==> src/rtl/gpio_in_conditioner.sv <==
// GPIO input conditioner: per-bit 2-flop synchronizer, counter debounce and
// edge pulses. A sticky change flag lets the core poll for activity.

// One input bit: synchronizer, debounce counter and registered edge pulses.
module gpio_in_conditioner_lane #(
   parameter int DEBOUNCE_CYCLES = 16
) (
   input  logic clk,
   input  logic reset,
   input  logic pin,
   output logic level,
   output logic rise,
   output logic fall,
   output logic accept
);
   // At least one counter bit, even when DEBOUNCE_CYCLES is 1.
   localparam int CW = (DEBOUNCE_CYCLES > 1) ? $clog2(DEBOUNCE_CYCLES) : 1;
   localparam logic [CW-1:0] CNT_MAX = CW'(DEBOUNCE_CYCLES - 1);

   logic          s1, s2;
   logic [CW-1:0] cnt;

   // Fires on the edge that commits a new level. It depends only on registers,
   // so the top-level flag never sees a combinational path from the pins.
   assign accept = (s2 != level) && (cnt == CNT_MAX);

   // Sync, debounce count, level commit and one-cycle edge pulses.
   always_ff @(posedge clk) begin
      if (reset) begin
         s1    <= 1'b0;
         s2    <= 1'b0;
         cnt   <= '0;
         level <= 1'b0;
         rise  <= 1'b0;
         fall  <= 1'b0;
      end else begin
         s1   <= pin;
         s2   <= s1;
         rise <= 1'b0;
         fall <= 1'b0;
         if (s2 == level) begin
            // The synced input is back at the committed level: drop the glitch.
            cnt <= '0;
         end else if (accept) begin
            // The new level has held long enough. Commit it and pulse.
            level <= s2;
            cnt   <= '0;
            rise  <= s2;
            fall  <= ~s2;
         end else begin
            // Cannot wrap: the count resets to zero when it reaches CNT_MAX.
            cnt <= cnt + CW'(1);
         end
      end
   end
endmodule

module gpio_in_conditioner #(
   parameter int WIDTH           = 8,
   parameter int DEBOUNCE_CYCLES = 16
) (
   input  logic             clk,
   input  logic             reset,
   input  logic [WIDTH-1:0] pins_i,
   input  logic             clr_i,
   output logic [WIDTH-1:0] gpio_o,
   output logic [WIDTH-1:0] rise_o,
   output logic [WIDTH-1:0] fall_o,
   output logic             change_flag_o
);
   logic [WIDTH-1:0] accept;

   for (genvar i = 0; i < WIDTH; i++) begin : gen_lane
      gpio_in_conditioner_lane #(
         .DEBOUNCE_CYCLES(DEBOUNCE_CYCLES)
      ) u_lane (
         .clk   (clk),
         .reset (reset),
         .pin   (pins_i[i]),
         .level (gpio_o[i]),
         .rise  (rise_o[i]),
         .fall  (fall_o[i]),
         .accept(accept[i])
      );
   end

   // Sticky change flag. It sets on the same edge gpio_o updates, and a set
   // beats a coincident clear so no transition is ever lost.
   always_ff @(posedge clk) begin
      if (reset)
         change_flag_o <= 1'b0;
      else if (|accept)
         change_flag_o <= 1'b1;
      else if (clr_i)
         change_flag_o <= 1'b0;
   end
endmodule
==> config.mk <==
export PLATFORM = sky130hd
export DESIGN_NAME = gpio_in_conditioner
export DESIGN_NICKNAME = d
export VERILOG_FILES = /design/src/rtl/gpio_in_conditioner.sv
export SDC_FILE = /design/constraint.sdc
export NUM_CORES = 1
export LEC_CHECK = 0
export CAP_MARGIN = 5
export CORE_UTILIZATION = 30
export DETAILED_ROUTE_END_ITERATION = 16
export PLACE_DENSITY = 0.58
export SYNTH_ARGS = -nofsm -noshare
export SYNTH_HDL_FRONTEND = slang
export SYNTH_SLANG_ARGS = --single-unit
==> constraint.sdc <==
create_clock -name clk -period 1.4 [get_ports clk]
set_input_delay 0.42 -clock clk [delete_from_list [all_inputs] [get_ports clk]]
set_output_delay 0.42 -clock clk [all_outputs]
set_load 0.02 [all_outputs]
==> qor.yml, run 1 <==
status: "completed"
cts.sinks: 73
drcViolationCount: 0
port_buffers: 35
yosysMostFrequentCell: "dfxtp_1"
rsz0062_at_grt: "false"
cts_root_buf: "clkbuf_8"
cts_resized: 56
reg2reg_setup_slack_ps: 90
crit_path_start_kind: "flop"
crit_cells: 1
cp.arrival_ps: 920
min_path_cells: 1
cellPowerDensity_nw_per_um2: 1390
p_total_mw: 4.57
finalSetupTns_ps: 0
die_area_sq_um: 9310
cts_made_buffers: 9
place_area_sq_um: 3100
multi_input_area_sq_um: 1010
clk_path_buf_depth: 2
worst_pin_slew_ps: 386
power_leakage_nw: 1.38
viasPerCell: 4.31
yosysTopAreaCell: "dfxtp_1"
r2r_start: "gen_lane[6].u_lane.cnt[0]"
synth_edf_count: 0
ys_types: 24
drt_pass1_iterations: 4
hold_buffers: 0
dpl.hpwl_um: 2990
grt_pass1_vias: 1572
yosysWarnings: 0
cpMaxStageDelayCell: "dfxtp_1"
drive_gt1_frac: 0.209
ys.flop_type: "dfxtp_1"
initial_core_util: 0.309
routed_wl_um: 4400
hold_viol_final: 0
area_growth_pct: 23.0
die-height_um: 96.5
whs_ps: 438
synthTopCellsByCount: "dfxtp_1 (73), nor2_1 (33), buf_4 (24)"
setup_violations: 0
critical_path_buf_inv_count: 1
final.setup_skew_ps: 7.80
final_area_sq_um: 3300
ys_ff_latch: 73
cp_top_family: "flip-flops"
cts_tree: "done"
drv_slew: 0
critPathMaxStageDelay_ps: 330
layout_worst_path_cycle_share: 0.958
worstSetupEndpointType: "primary output"
h-tree-depth: 3
hold_path_class: "reg -> reg"
cp_max_fo: 2
setup.worst_path.end: "gpio_o[5]"
critical_path_required_ps: 980
vias: 1724
final.min_clock_period_ps: 1340
syn_area_sq_um: 2680
syn_area_per_cell_sq_um: 10.5
slew_headroom: 0.740
ir_drop_uv: 461
track_usage: 0.104
synth_nets: 274
first_iter_violations: 26
drt-wirelength-per-cell_um: 11.0
synthArstFlopShare: 0
setup.worst_path.start: "gen_lane[5].u_lane.level"
synth_top_area_frac: 0.546
reg2reg_to: "gen_lane[6].u_lane.cnt[3]"
drv_cap: 0
grt_pass1_wl_um: 7180
crit_type: "reg -> out"
overflow: 0
fill_cells: 880
rr_worst_depth: 4
fp-row-count: 34
layout.nets: 306
seq_area_sq_um: 1460
ant_nets: 0
antenna_found_initial: 0
fp.dieW_um: 96.5
ys_seq_area_frac: 0.546
clk_latency_ps: 340
core_sq_um: 8680
place.gp.congestion: 0.683
synthCells: 255
grt_max_degree: 30
n_antenna_cell: 0
clkTransAtPathRegs_ps: 70
synth.area.top_cells: "dfxtp_1 (55%), buf_4 (6.7%), xnor2_1 (5.2%), nor2_1 (4.6%), nor4b_1 (4.6%)"
io_pins: 36
postCtsSetupBuffers: 0
fmax_ghz: 0.745
path_cells: "clkdlybuf4s15_2"
cell type report:
class	count	area share
clock buffers	9	0.0376
clock inverters	7	0.0505
inverters	2	0.00228
multi-input cells	150	0.307
flip-flops and latches	73	0.443
well taps	108	0.0410
repair buffers	51	0.118
cell usage in the layout, fill, tap and decap left out, types with 9 or more instances in the layout:
cell | netlist | routed
buf_4 | 24 | 14
clkbuf_2 | 0 | 15
clkbuf_8 | 0 | 9
clkdlybuf4s50_1 | 0 | 9
dfxtp_1 | 73 | 73
nand3_1 | 15 | 15
nor2_1 | 33 | 33
nor2b_1 | 16 | 16
nor3_1 | 10 | 10
nor4b_1 | 14 | 14
xnor2_1 | 16 | 15
registers in the layout, summed over array words and instances (netlist names):
name                   flops
gen_lane.u_lane.level      8
change_flag_o              1
gen_lane.u_lane.s1         8
gen_lane.u_lane.rise       8
gen_lane.u_lane.s2         8
gen_lane.u_lane.cnt       32
gen_lane.u_lane.fall       8
power by group:
| part | total (mW) | switching (mW) | internal [mW] |
|---|---|---|---|
| Combinational | 0.114 | 0.0510 | 0.0635 |
| Sequential | 2.12 | 0.0179 | 2.10 |
| Clock | 2.34 | 0.788 | 1.55 |
cell families (layout without fill, tap and decap cells):
logic type      after synthesis  count (layout)  synth area share
simple gates                104             104             0.214
flops                        73              73             0.546
xor+xnor                     24              24            0.0785
compound gates                6               6            0.0145
fa+ha+maj                     8               8            0.0374
mux                           8               8            0.0299
buf+inv                      32              69            0.0799
metal layers:
metal,part of all wire,wire length [um],track usage,vias up
met2,0.42,1860,0.148,32
met5,0,0,0,-
met3,0.049,216,0.0430,8
met1,0.51,2230,0.135,784
li1,-,-,-,900
met4,0.020,88,0.0515,0
worst min-delay path by stage:
stage,start,end,slack [ps]
final,gen_lane[2].u_lane.s1,gen_lane[2].u_lane.s2,440
after detailed placement,gen_lane[6].u_lane.s1,gen_lane[6].u_lane.s2,430
after global placement,gen_lane[3].u_lane.s1,gen_lane[3].u_lane.s2,420
after global routing,gen_lane[6].u_lane.s1,gen_lane[6].u_lane.s2,460
after CTS,gen_lane[2].u_lane.s1,gen_lane[2].u_lane.s2,440
after floorplan,gen_lane[0].u_lane.s1,gen_lane[0].u_lane.s2,410
through the flow:
| stage | cells | utilization | worst slack [ps] |
|---|---|---|---|
| floorplan | 255 | - | 213 |
| global placement | 384 | 0.357 | 47.5 |
| detailed placement | 384 | 0.357 | 23.5 |
| CTS | 400 | 0.391 | 0.341 |
| global route | 400 | 0.380 | 2.82 |
| finish | 400 | 0.380 | 58.6 |
No activity file was read; power rests on OpenSTA's default activity.
==> run 2, diff against run 1 <==
- CORE_ASPECT_RATIO: default -> 0.75
- CTS_CLUSTER_DIAMETER: default -> 200
- PLACE_DENSITY: 0.58 -> 0.6
- clock period: 1.4 -> 1.2 ns (I/O delays scaled with it)
==> run 2 against run 1 <==
Effect of this change:
- combinational power grew 54%
- flip-flop and latch count stayed put
- global-route usage grew 0.87 points
- critical endpoint is now change_flag_o
- the flow now finishes with violations (DRC, setup timing)
- register-to-register slack worse by 100 ps
- first-iteration DRC count fell by 3.8%
- sequential share of layout area shrank 4.6 points
- via count rose by 7.3%
- final cell count rose by 4.8%
==> qor.yml, run 2 (same netlist as run 1, synthesis figures left out) <==
status: "finished with violations"
violations: "DRC, setup timing"
largest_register_ff_count: 32
overflow: 0
cts.sinks: 73
port_buffers: 35
layout_common_cells: "dfxtp_1 (67), buf_4 (39), nor2_1 (33)"
grt_pass1_wl_um: 8180
final.setup_skew_ps: 6.63
grt_max_degree: 30
antenna_found_initial: 0
setup.worst_path.end: "change_flag_o"
layout.nets: 325
crit_type: "reg -> reg"
pre_cts_ws_ps: -128
cpMaxStageDelayCell: "dfxtp_1"
drv_cap: 0
initial_core_util: 0.313
hold_viol_final: 0
n_antenna_cell: 0
routed_wl_um: 5000
rr_worst_depth: 5
ant_nets: 0
io_pins: 36
post-route-worst-setup-slack_ps: -11.7
p_total_mw: 5.30
vias: 1850
area_growth_pct: 38.3
track_usage: 0.113
postCtsSetupBuffers: 0
place.gp.congestion: 0.697
worstSetupEndpointType: "flop"
h-tree-depth: 3
cts_root_buf: "clkbuf_16"
final.min_clock_period_ps: 1210
die_area_sq_um: 9320
clk_latency_ps: 330
drt-wirelength-per-cell_um: 11.9
cts_made_buffers: 9
fill_cells: 830
clk_path_buf_depth: 2
power_leakage_nw: 1.52
ir_drop_uv: 599
cp_max_fo: 6
dpl.hpwl_um: 3270
largest-register: "gen_lane.u_lane.cnt"
reg2reg_to: "change_flag_o"
fp.dieW_um: 111
die-height_um: 83.8
clkTransAtPathRegs_ps: 50
setup.worst_path.start: "gen_lane[4].u_lane.cnt[0]"
cts_tree: "done"
drcViolationCount: 2
slew_headroom: 0.828
setup_violations: 1
path_cells: "ha_2 > nand3_4 > o22ai_2 > nor3_2 > a31oi_4"
drv_slew: 0
crit_path_start_kind: "flop"
cp.arrival_ps: 1410
critical_path_required_ps: 1400
critPathMaxStageDelay_ps: 330
fmax_ghz: 0.825
layout_worst_path_cycle_share: 1.01
grt_pass1_vias: 1797
seq_area_sq_um: 1470
core_sq_um: 8560
mostFrequentLayoutCell: "dfxtp_1"
first_iter_violations: 25
worst_pin_slew_ps: 255
min_path_cells: 1
cellPowerDensity_nw_per_um2: 1430
hold_path_class: "reg -> reg"
drt_pass1_iterations: 10
r2r_start: "gen_lane[4].u_lane.cnt[0]"
viasPerCell: 4.42
multi_input_area_sq_um: 1250
reg2reg_setup_slack_ps: -10
rsz0062_at_grt: "true"
fp-row-count: 29
drive_gt1_frac: 0.367
[run 2: metrics by stage]
step	hold WS, ps	util	cell area, sq um	cells	TNS (ps)
detailed placement	431	0.378	3240	403	-1610
floorplan	414	-	2680	255	0
CTS	438	0.404	3460	419	-42.5
finish	422	0.433	3700	419	-11.7
global route	434	0.433	3700	419	-137
global placement	425	0.378	3240	403	-1470
[run 2: worst max-delay path: cells and delay by family (launching register included)]
kind / cells / cell delay (ps)
and+or+nand+nor: 2 / 340
adders and majority gates: 1 / 210
DFF: 1 / 330
AOI/OAI and AO/OA: 2 / 200
[run 2: worst min path at each step]
stage / from / to / slack, ps
floorplan: gen_lane[0].u_lane.s1 / gen_lane[0].u_lane.s2 / 410
global placement: gen_lane[4].u_lane.s1 / gen_lane[4].u_lane.s2 / 420
detailed placement: gen_lane[6].u_lane.s1 / gen_lane[6].u_lane.s2 / 430
CTS: gen_lane[5].u_lane.s1 / gen_lane[5].u_lane.s2 / 440
global route: gen_lane[3].u_lane.cnt[0] / gen_lane[3].u_lane.cnt[0] / 430
finish: gen_lane[5].u_lane.cnt[0] / gen_lane[5].u_lane.cnt[0] / 420
[run 2: where the power goes]
group / internal, mW / switching, mW
sequential: 2.46 / 0.0256
combinational: 0.100 / 0.0745
clock: 1.67 / 0.974
total: 4.23 / 1.07
[run 2: layout make-up]
| type | instances | area share |
|---|---|---|
| Sequential cell | 73 | 0.397 |
| Multi-Input combinational cell | 150 | 0.337 |
| Timing Repair Buffer | 70 | 0.146 |
| Clock buffer | 12 | 0.0665 |
| Tap cell | 108 | 0.0365 |
| Clock inverter | 4 | 0.0142 |
| Inverter | 2 | 0.00203 |
[run 2: layer usage]
layer / GRT usage / wire (um) / vias up / share of wire
li1: - / - / 943 / -
met2: 0.167 / 2300 / 38 / 0.46
met1: 0.144 / 2380 / 865 / 0.48
met5: 0 / 0 / - / 0
met3: 0.0465 / 257 / 4 / 0.051
met4: 0.0516 / 53 / 0 / 0.011
[run 2: repair_timing]
| item | CTS | global route |
|---|---|---|
| pin swaps | 1 | 5 |
| setup endpoints to repair | 30 | 33 |
| hold buffers | 0 | 0 |
| gates resized for setup | 109 | 50 |
==> edit, RTL diff (settings of run 1) <==
`DEBOUNCE_CYCLES` is set to 16 in 2 places; all go to 32.
--- a/src/rtl/gpio_in_conditioner.sv
+++ b/src/rtl/gpio_in_conditioner.sv
@@ -5,3 +5,3 @@
 module gpio_in_conditioner_lane #(
-   parameter int DEBOUNCE_CYCLES = 16
+   parameter int DEBOUNCE_CYCLES = 32
 ) (
@@ -59,3 +59,3 @@
    parameter int WIDTH           = 8,
-   parameter int DEBOUNCE_CYCLES = 16
+   parameter int DEBOUNCE_CYCLES = 32
 ) (
Function: same outputs for any inputs over 10 cycles, from zero or initial values and one cycle with reset high; that may be too few to reach the edited logic, so the function may still have changed.
==> edit against run 1 <==
The flow now finishes with violations (negative setup slack); sequential cell count rose by 8; clock power fell by 26%; synthesized area rose by 15%; cell area rose by 33%; combinational power rose by 41%; total power fell by 6.8%; worst setup slack got worse by 0.094 ns; global-route usage rose by 0.68 points; register-to-register slack got worse by 0.13 ns; wire length rose by 27%; fmax fell by 6.6%; non-clock buffer count rose by 30; critical path type is now flop to flop; critical endpoint is now change_flag_o; largest cell class is now multi-input combinational cells; highest routed layer unchanged.
==> edit: results (changes against run 1) <==
Outcome = finished with violations
Failing checks = negative setup slack
Placed Instances = 467 (+22%)
Switch share = 20.4% (+1.6 points)
Vias in the first global route = 2020 (+28%)
Placed cell area = 3790 µm² (+22%)
Reg power frac = 55.3% (+8.9 points)
Final std cells w/o fill = 485 (+21%)
Syn Nets = 312 (+14%)
Seq/Total Area, Yosys = 52.9% (-1.7 points)
Slowest-stage cell, CP = dfxtp_2
Worst VDD drop = 377 µV (-18%)
Largest net degree at the start of global routing = 32 (+6.7%)
Setup TNS Final = -0.0356 ns (-0.0356 ns)
Static leakage = 1.60 nW (+15%)
Total wire length = 5580 µm (+27%)
Final setup fails = 1 (+1)
Starting DRT DRC Count = 49 (+88%)
Area contributors post-synth = dfxtp_1 (53%), ha_1 (6.5%), buf_4 (5.9%)
Worst setup margin = -0.0356 ns (-0.0942 ns)
Worst-path maximum fanout = 4 (+2)
Worst r2r path cells = 7 (+3)
First-pass GRT wire length = 8830 µm (+23%)
Slew headroom = 75.6% (+1.6 points)
Hpwl dp = 3680 µm (+23%)
Vias per cell = 4.22 (-2.2%)
Share of layout cells above drive strength 1 = 51.1% (+30 points)
GP Congestion = 0.701 (+2.5%)
Cell family with most CP delay = simple AND/OR/NAND/NOR gates
DRT met1 WL = 2600 µm (+16%)
[edit: cell types whose count changed after synthesis, moves of 5 or more]
cell,change
or3_4,+5
nand3_1,-7
and2_1,+16
dfxtp_1,+8
ha_1,+8
nand2_1,-7
[edit: final timing paths]
check | endpoint | from | slack (ns)
max | change_flag_o | gen_lane[1].u_lane.cnt[0] | -0.04
min | gen_lane[5].u_lane.s2 | gen_lane[5].u_lane.s1 | 0.44
max reg2reg | change_flag_o | gen_lane[1].u_lane.cnt[0] | -0.04
min reg2reg | gen_lane[5].u_lane.s2 | gen_lane[5].u_lane.s1 | 0.44
[edit: per-stage QoR]
step	util (%)	power [mW]
floorplan	-	2.47
global placement	38.4	2.53
detailed placement	38.4	2.53
CTS	42.9	4.31
global route	44.4	4.45
finish	44.4	4.26
[edit: repair_timing]
item / CTS / global route
buffers inserted: 2 / 0
endpoints found under the hold margin: 0 / 0
pin swaps: 15 / 20
setup endpoints to repair: 58 / 68
gates cloned: 0 / 0
resized for setup: 104 / 71
[edit: layout make-up]
cell class	instances	area (µm²)
clock buffers	14	173
clock inverters	2	35.0
fillers	936	5480
inverters	6	25.0
multi-input cells	168	1740
flip-flops and latches	81	1640
well taps	133	166
repair buffers	81	611
[edit: routing by layer]
metal	GRT usage [%]	vias to the layer above
li1	-	1053
met4	4.88	0
met3	3.73	9
met1	13.4	954
met2	18.1	29
met5	0	-
[edit: logic make-up (layout without fill, tap and decap cells)]
family / Yosys count / in the layout / share of synthesized area (%)
XOR/XNOR: 24 / 24 / 6.85
adder cells (fa/ha/maj): 16 / 16 / 6.53
AND/OR/NAND/NOR: 116 / 116 / 22.9
flip-flops: 81 / 81 / 52.9
AO/OA/AOI/OAI: 4 / 4 / 0.816
buffers and inverters: 36 / 103 / 7.46
multiplexers: 8 / 8 / 2.61
